[src/rtl/rv16_pkg.sv]
// Shared types for the rv16 operand dispatch slice.
// Opcode names, slot states and the issued packet layout.
package rv16_pkg;

    localparam int RV16_DATA   = 16;
    localparam int RV16_OPCODE = 4;
    localparam int RV16_RD_W   = 3;
    localparam int RV16_NUM_FU = 7;

    typedef enum logic [RV16_OPCODE-1:0] {
        OP_ADD = 4'd0,
        OP_SUB = 4'd1,
        OP_MUL = 4'd2,
        OP_DIV = 4'd3,
        OP_XOR = 4'd4,
        OP_AND = 4'd5,
        OP_OR  = 4'd6
    } op_e;

    typedef enum logic {
        SLOT_EMPTY = 1'b0,
        SLOT_FULL  = 1'b1
    } slot_state_e;

    typedef struct packed {
        logic [RV16_DATA-1:0] rs1;
        logic [RV16_DATA-1:0] rs2;
        logic [RV16_RD_W-1:0] rd;
    } pkt_t;

endpackage

[src/rtl/rv16_fu_slot.sv]
// One-entry EMPTY/FULL holding register for a single FU channel.
// Data flops are cleared whenever the slot empties, so outputs read zero.
module rv16_fu_slot
    import rv16_pkg::*;
#(
    parameter int W = 35
) (
    input  logic         clk,
    input  logic         rst,
    input  logic         flush,
    input  logic         load,
    input  logic         fu_ready,
    input  logic [W-1:0] load_data,
    output logic         fu_valid,
    output logic [W-1:0] fu_data
);

    slot_state_e state;

    always_ff @(posedge clk) begin
        if (rst || flush) begin
            state   <= SLOT_EMPTY;
            fu_data <= '0;
        end else if (load) begin
            state   <= SLOT_FULL;
            fu_data <= load_data;
        end else if (state == SLOT_FULL && fu_ready) begin
            state   <= SLOT_EMPTY;
            fu_data <= '0;
        end
    end

    assign fu_valid = (state == SLOT_FULL);

endmodule

[src/rtl/rv16_fu_dispatch.sv]
// Registered operand dispatch to NUM_FU functional-unit channels.
// Optional per-channel handshake counters: define RV16_DISPATCH_PERF_EN.
module rv16_fu_dispatch
    import rv16_pkg::*;
#(
    parameter int DATA   = RV16_DATA,
    parameter int OPCODE = RV16_OPCODE,
    parameter int RD_W   = RV16_RD_W,
    parameter int NUM_FU = RV16_NUM_FU
) (
    input  logic                   clk,
    input  logic                   rst,
    input  logic                   issue_valid,
    output logic                   issue_ready,
    input  logic [OPCODE-1:0]      issue_opcode,
    input  logic [DATA-1:0]        issue_rs1,
    input  logic [DATA-1:0]        issue_rs2,
    input  logic [RD_W-1:0]        issue_rd,
    input  logic                   flush,
    output logic [NUM_FU-1:0]      fu_valid,
    input  logic [NUM_FU-1:0]      fu_ready,
    output logic [NUM_FU*DATA-1:0] fu_rs1,
    output logic [NUM_FU*DATA-1:0] fu_rs2,
    output logic [NUM_FU*RD_W-1:0] fu_rd,
    output logic                   illegal_op
`ifdef RV16_DISPATCH_PERF_EN
   ,output logic [NUM_FU*16-1:0]   perf_cnt
`endif
);

    localparam int W = 2*DATA + RD_W;

    logic              legal;
    logic              sel_ready;
    logic              accept;
    logic [NUM_FU-1:0] load;
    logic [W-1:0]      issue_data;
    logic [W-1:0]      slot_data [NUM_FU];

    always_comb begin
        legal     = 1'b0;
        sel_ready = 1'b0;
        load      = '0;
        for (int k = 0; k < NUM_FU; k++) begin
            if (int'(issue_opcode) == k) begin
                legal     = 1'b1;
                sel_ready = ~fu_valid[k] | fu_ready[k];
                load[k]   = accept;
            end
        end
    end

    // Out-of-range opcodes are always taken so they can be dropped and flagged.
    assign issue_ready = ~flush & (~legal | sel_ready);
    assign accept      = issue_valid & issue_ready;
    assign issue_data  = {issue_rs1, issue_rs2, issue_rd};

    always_ff @(posedge clk) begin
        if (rst) begin
            illegal_op <= 1'b0;
        end else begin
            illegal_op <= accept & ~legal;
        end
    end

    for (genvar k = 0; k < NUM_FU; k++) begin : g_slot
        rv16_fu_slot #(
            .W (W)
        ) u_slot (
            .clk       (clk),
            .rst       (rst),
            .flush     (flush),
            .load      (load[k]),
            .fu_ready  (fu_ready[k]),
            .load_data (issue_data),
            .fu_valid  (fu_valid[k]),
            .fu_data   (slot_data[k])
        );

        assign fu_rs1[k*DATA +: DATA] = slot_data[k][W-1 -: DATA];
        assign fu_rs2[k*DATA +: DATA] = slot_data[k][RD_W +: DATA];
        assign fu_rd[k*RD_W +: RD_W]  = slot_data[k][RD_W-1:0];
    end

`ifdef RV16_DISPATCH_PERF_EN
    for (genvar k = 0; k < NUM_FU; k++) begin : g_perf
        logic [15:0] cnt;

        always_ff @(posedge clk) begin
            if (rst) begin
                cnt <= '0;
            end else if (fu_valid[k] && fu_ready[k] && cnt != 16'hFFFF) begin
                cnt <= cnt + 16'd1;
            end
        end

        assign perf_cnt[k*16 +: 16] = cnt;
    end
`endif

endmodule

[config.mk]
export PLATFORM = sky130hd
export DESIGN_NAME = rv16_fu_dispatch
export DESIGN_NICKNAME = d
export VERILOG_FILES = /design/src/rtl/rv16_pkg.sv /design/src/rtl/rv16_fu_slot.sv /design/src/rtl/rv16_fu_dispatch.sv
export SDC_FILE = /design/constraint.sdc
export NUM_CORES = 1
export LEC_CHECK = 0
export BUFFER_PORTS_ARGS = -buffer_cell sky130_fd_sc_hd__buf_2
export CORE_ASPECT_RATIO = 0.9
export CORE_UTILIZATION = 54
export CTS_CLUSTER_SIZE = 40
export DETAILED_ROUTE_END_ITERATION = 8
export PLACE_DENSITY = 0.93
export SLEW_MARGIN = 20
export SYNTH_ARGS = -nofsm -noshare
export SYNTH_HDL_FRONTEND = slang
export SYNTH_SLANG_ARGS = --single-unit
[constraint.sdc]
create_clock -name clk -period 2.6 [get_ports clk]
set_input_delay 0.52 -clock clk [delete_from_list [all_inputs] [get_ports clk]]
set_output_delay 0.52 -clock clk [all_outputs]
set_load 0.02 [all_outputs]
Word-level counts from Yosys, hierarchy flattened

Index checks and enable logic that the tools add are counted.

Bitwise gates (word level): 20
Reductions and logical operators: 16
Eq/ne operators: 6
Multiplexer cells: 49

Operator list:

| kind                                                            | number |
|---|---|
| 35-bit two-way mux                                              | 14 |
| 1-bit two-way mux                                               | 35 |
| 2-bit nonzero test                                              | 7 |
| 4-bit == test, second input constant                            | 3 |
| 1-bit NOT                                                       | 9 |
| 4-bit by 3-bit == test with 1-bit output, second input constant | 2 |
| 1-bit OR                                                        | 8 |
| 1-bit logical AND                                               | 7 |
| 4-bit by 2-bit == test with 1-bit output, second input constant | 1 |
| 4-bit logical NOT                                               | 1 |
| 1-bit bitwise AND                                               | 3 |
| 1-bit logical OR                                                | 1 |

Output and inout port bits: 254
Logic and storage cells: 106
Bits of input ports: 50
Flip-flop bits (word level): 253

Logic depth before layout (Yosys ltp)

Depth after elaboration: 14
Depth in mapped cells: 7
Depth with buffers taken out: 4

Cells and area by module

A second synthesis with hierarchy kept.

Cell total of the unflattened synthesis: 608
Area total of the unflattened synthesis: 8511.9 um^2

By module, submodules not included:

| module           | cells an instance | area each (um^2) | instances | sequential area each (um^2) |
|---|---|---|---|---|
| rv16_fu_slot     | 82                | 1176.1           | 7         | 720.7 |
| rv16_fu_dispatch | 34                | 279.0            | 1         | 20.0 |

Worst setup path before layout

OpenSTA, ideal clock, no wires.

Path kind: input to output
From: input port fu_ready[3]
To: output port issue_ready
Path buffers: 0
Data required time: 2080 ps
Stages: 4
Setup slack: 651 ps
Data arrival time: 1429 ps
Path through: nand2b_1 -> mux4_2 -> a21oi_1 -> nand2_1

Cells in the longest elaborated chain, start to end: 7

Ends and longest elaborated chain:

| element                        | line                   | source |
|---|---|---|
| start: declaration             | rv16_fu_dispatch.sv:21 | `input logic [NUM_FU-1:0] fu_ready,` |
| 1-bit OR                       | rv16_fu_dispatch.sv:47 | `sel_ready = ~fu_valid[k] \| fu_ready[k];` |
| 1-bit two-way mux (4 in a row) | rv16_fu_dispatch.sv:45 | `if (int'(issue_opcode) == k) begin` |
| 1-bit OR                       | rv16_fu_dispatch.sv:54 | `assign issue_ready = ~flush & (~legal \| sel_ready);` |
| 1-bit bitwise AND              | rv16_fu_dispatch.sv:54 |  |
| end: declaration               | rv16_fu_dispatch.sv:14 | `output logic issue_ready,` |

Every way passes these cells.

Worst setup path in the final report

From: register g_slot[0].u_slot.state
To: output port issue_ready

Cells in the longest elaborated chain, start to end: 11

Ends and longest elaborated chain:

| element                        | line                   | source |
|---|---|---|
| start: declaration             | rv16_fu_slot.sv:18     | `slot_state_e state;` |
| start signal: assignment       | rv16_fu_slot.sv:22     | `state <= SLOT_EMPTY;` |
| start signal: assignment       | rv16_fu_slot.sv:25     | `state <= SLOT_FULL;` |
| start signal: assignment       | rv16_fu_slot.sv:28     | `state <= SLOT_EMPTY;` |
| 1-bit NOT                      | rv16_fu_dispatch.sv:47 |  |
| 1-bit OR                       | rv16_fu_dispatch.sv:47 |  |
| 1-bit two-way mux (7 in a row) | rv16_fu_dispatch.sv:45 |  |
| 1-bit OR                       | rv16_fu_dispatch.sv:54 |  |
| 1-bit bitwise AND              | rv16_fu_dispatch.sv:54 |  |

Every way passes these cells.

==> out/qor.yml <==
status:
  status: "complete, no violations"
sta:
  relSlewSlack: 0.419
  worst_pin_slew_ps: 871
  slew_viol_final: 0
  setup_viol: 0
  fmax_ghz: 0.409
  hold_viol_final: 0
  rsz0062_at_grt: "false"
  min_period_ps: 2440
  setup-tns-final_ps: 0
  min_period_over_period: 0.940
  finalClockSkew_ps: 11.9
synthesis:
  async_flop_share: 0
  synth-edff-count: 0
  synth_seq_area_share: 0.568
  syn_nets: 953
  netlist_instances: 903
  yosysWarnings: 0
  syn_area_mm2: 0.00892
  ys_ff_latch: 253
  syn_avg_cell_area_um2: 9.88
  synth_cell_types: 31
  synth_flop_cell: "dfxtp_1"
die:
  die_area_mm2: 0.0170
  fp.dieH_um: 124
  core.rowCount: 44
  io_pins: 304
  die_x_um: 137
  core_mm2: 0.0161
  start_util: 0.553
worst_setup_path:
  cp-start-kind: "flop"
  cp_max_fo: 3
  cp.required_ps: 2080
  cp_top_family: "multiplexers"
  critical-path-max-stage-delay_ps: 470
  crit_type: "flop to output port"
  slowest_stage: "mux4_2"
  crit_buf_inv: 1
  endpoint_kind: "output port"
  cp_cell_sequence: "nand2b_1 > mux4_2 > a21oi_1 > nand2_1 > buf_2"
  worstPathArrival_ps: 1920
route:
  ant_nets: 0
  drcViolationCount: 0
  routedWlPerCell_um: 19.7
  totalWireLength_um: 27600
  drt-initial-drc-count: 434
  vias: 8077
  first_pass_iters: 5
  vias_per_cell: 5.75
clock_tree:
  cts_tree: "done"
  clk_latency_ps: 510
  cts_sinks: 253
  clkTransAtPathRegs_ps: 70
  cts_root_buf: "clkbuf_16"
  post_cts_buffers: 0
  h-tree-depth: 1
  clock_path_buffers: 3
  ctsHoldBuffers: 0
  cts_made_buffers: 24
  cts_resized: 0
pwr:
  power_density_mw_per_mm2: 685
  ir_drop_mv: 0.545
  cellLeakagePower_nw: 5.40
  comb_power_share: 0.042
  p_seq_frac: 0.500
  p_switching_mw: 1.67
  intPower_mw: 6.11
  p_sw_frac: 0.215
  p_total_mw: 7.78
  power.share.clock: 0.458
cells_and_area:
  design_area_mm2: 0.0114
  synthToLayoutAreaGrowth_pct: 27.4
  drive_gt1_frac: 0.341
  final_nets: 1230
  num-fill-cells: 1197
  final_cells: 1405
  antenna_cells: 0
job:
  drv_cap: 0
placement:
  io_buffers: 303
  hpwlAfterDp_um: 18400
  dpl-instance-area_mm2: 0.0105
  place.gp.congestion: 0.814
  dp.cells: 1361
grt:
  antenna_found_initial: 0
  grt_max_degree: 72
  grt_pass1_wl_um: 40600
  grt.overflow.total: 0
  grt_pass1_vias: 7683
  grt_usage: 0.311
worst_hold_path:
  hold_path_class: "input port to flop"
## cells in the mapped netlist, drive strengths merged, types with 3 or more instances
library cell / number / area (um^2)
dfxtp: 253 / 5060
a21oi: 16 / 144
buf: 47 / 379
o21ai: 176 / 918
mux2i: 70 / 701
nor2: 4 / 17.5
nor2b: 3 / 18.8
nand2: 107 / 402
nand2b: 7 / 43.8
nand3: 175 / 956
clkbuf: 30 / 124
nand4: 7 / 75.1
## stage by stage
stage	setup slack (ps)	hold WS, ps	util
finish	157	245	0.704
global route	49.8	240	0.704
CTS	118	229	0.704
detailed placement	354	445	0.654
global placement	349	441	0.654
floorplan	651	530	-
## cell usage in the layout, fill, tap and decap left out
cell type and n:
buf_2 303, dfxtp_1 253, nand3_1 159, o21ai_0 153, nand2_1 107, mux2i_1 70
clkbuf_16 25, buf_4 17, nand3_2 16, o21ai_1 13, o21ai_2 10, a21oi_1 9
buf_12 8, nand2b_1 7, a21oi_4 7, clkbuf_8 6, clkbuf_1 6, nand4_4 5
clkinv_2 5, nor2_1 3, nor2b_1 3, and2b_2 2, nand4_1 2, bufinv_16 2
mux2_2 1, inv_1 1, o31a_1 1, mux4_2 1, nor2_4 1, or2_1 1
and2_1 1
## sequential cells by signal (all words and copies together), names as in the netlist
| register | cells |
|---|---|
| g_slot.u_slot.fu_valid | 7 |
| g_slot.u_slot.fu_data | 245 |
| illegal_op | 1 |
## power by group through the flow
| stage | combinational (mW) | clock, mW | sequential, mW |
|---|---|---|---|
| final | 0.325 | 3.56 | 3.89 |
| after global placement | 0.311 | 0 | 3.98 |
| after floorplan | 0.165 | 0 | 3.99 |
| after CTS | 0.320 | 3.59 | 3.89 |
| after global routing | 0.342 | 3.76 | 3.89 |
| after detailed placement | 0.318 | 0 | 3.98 |
## tightest hold or removal path, stage by stage
cell	delay [ps]
buf_2	100
nand2_1	50
nor2_1	40
## cells by family (layout without fill, tap and decap cells)
kind of cell | Yosys count | count (layout) | share of synthesized area
compound gates | 193 | 193 | 0.120
buf+inv | 78 | 373 | 0.0568
flops | 253 | 253 | 0.568
mux | 72 | 72 | 0.0823
simple gates | 307 | 307 | 0.173
## path summary, 6_finish.rpt
path,startpoint,endpoint,slack (ps),cells after the start
max reg2reg,g_slot[1].u_slot.fu_valid,g_slot[1].u_slot.fu_data[14],910,5
max,g_slot[0].u_slot.fu_valid,issue_ready,160,5
min,issue_valid,illegal_op,250,3
min reg2reg,g_slot[5].u_slot.fu_data[18],g_slot[5].u_slot.fu_data[18],450,2
## per-layer routing
layer | GRT usage | part of all wire | vias up
met4 | 0.126 | 0.031 | 0
li1 | - | - | 3698
met1 | 0.353 | 0.38 | 3864
met5 | 0 | 0 | -
met2 | 0.550 | 0.49 | 449
met3 | 0.0863 | 0.099 | 66
## area by class of cell
class                      count  area, um^2  share of cell area
sequential                   253        5060               0.446
tap                          207         259              0.0228
multi-input combinational    572        3410               0.300
clock buffer                  37         731              0.0643
timing repair buffer         328        1800               0.159
inverter                       1        3.75            0.000330
clock inverter                 7        85.1             0.00749
Note: power is estimated with default switching activity, not from simulation.
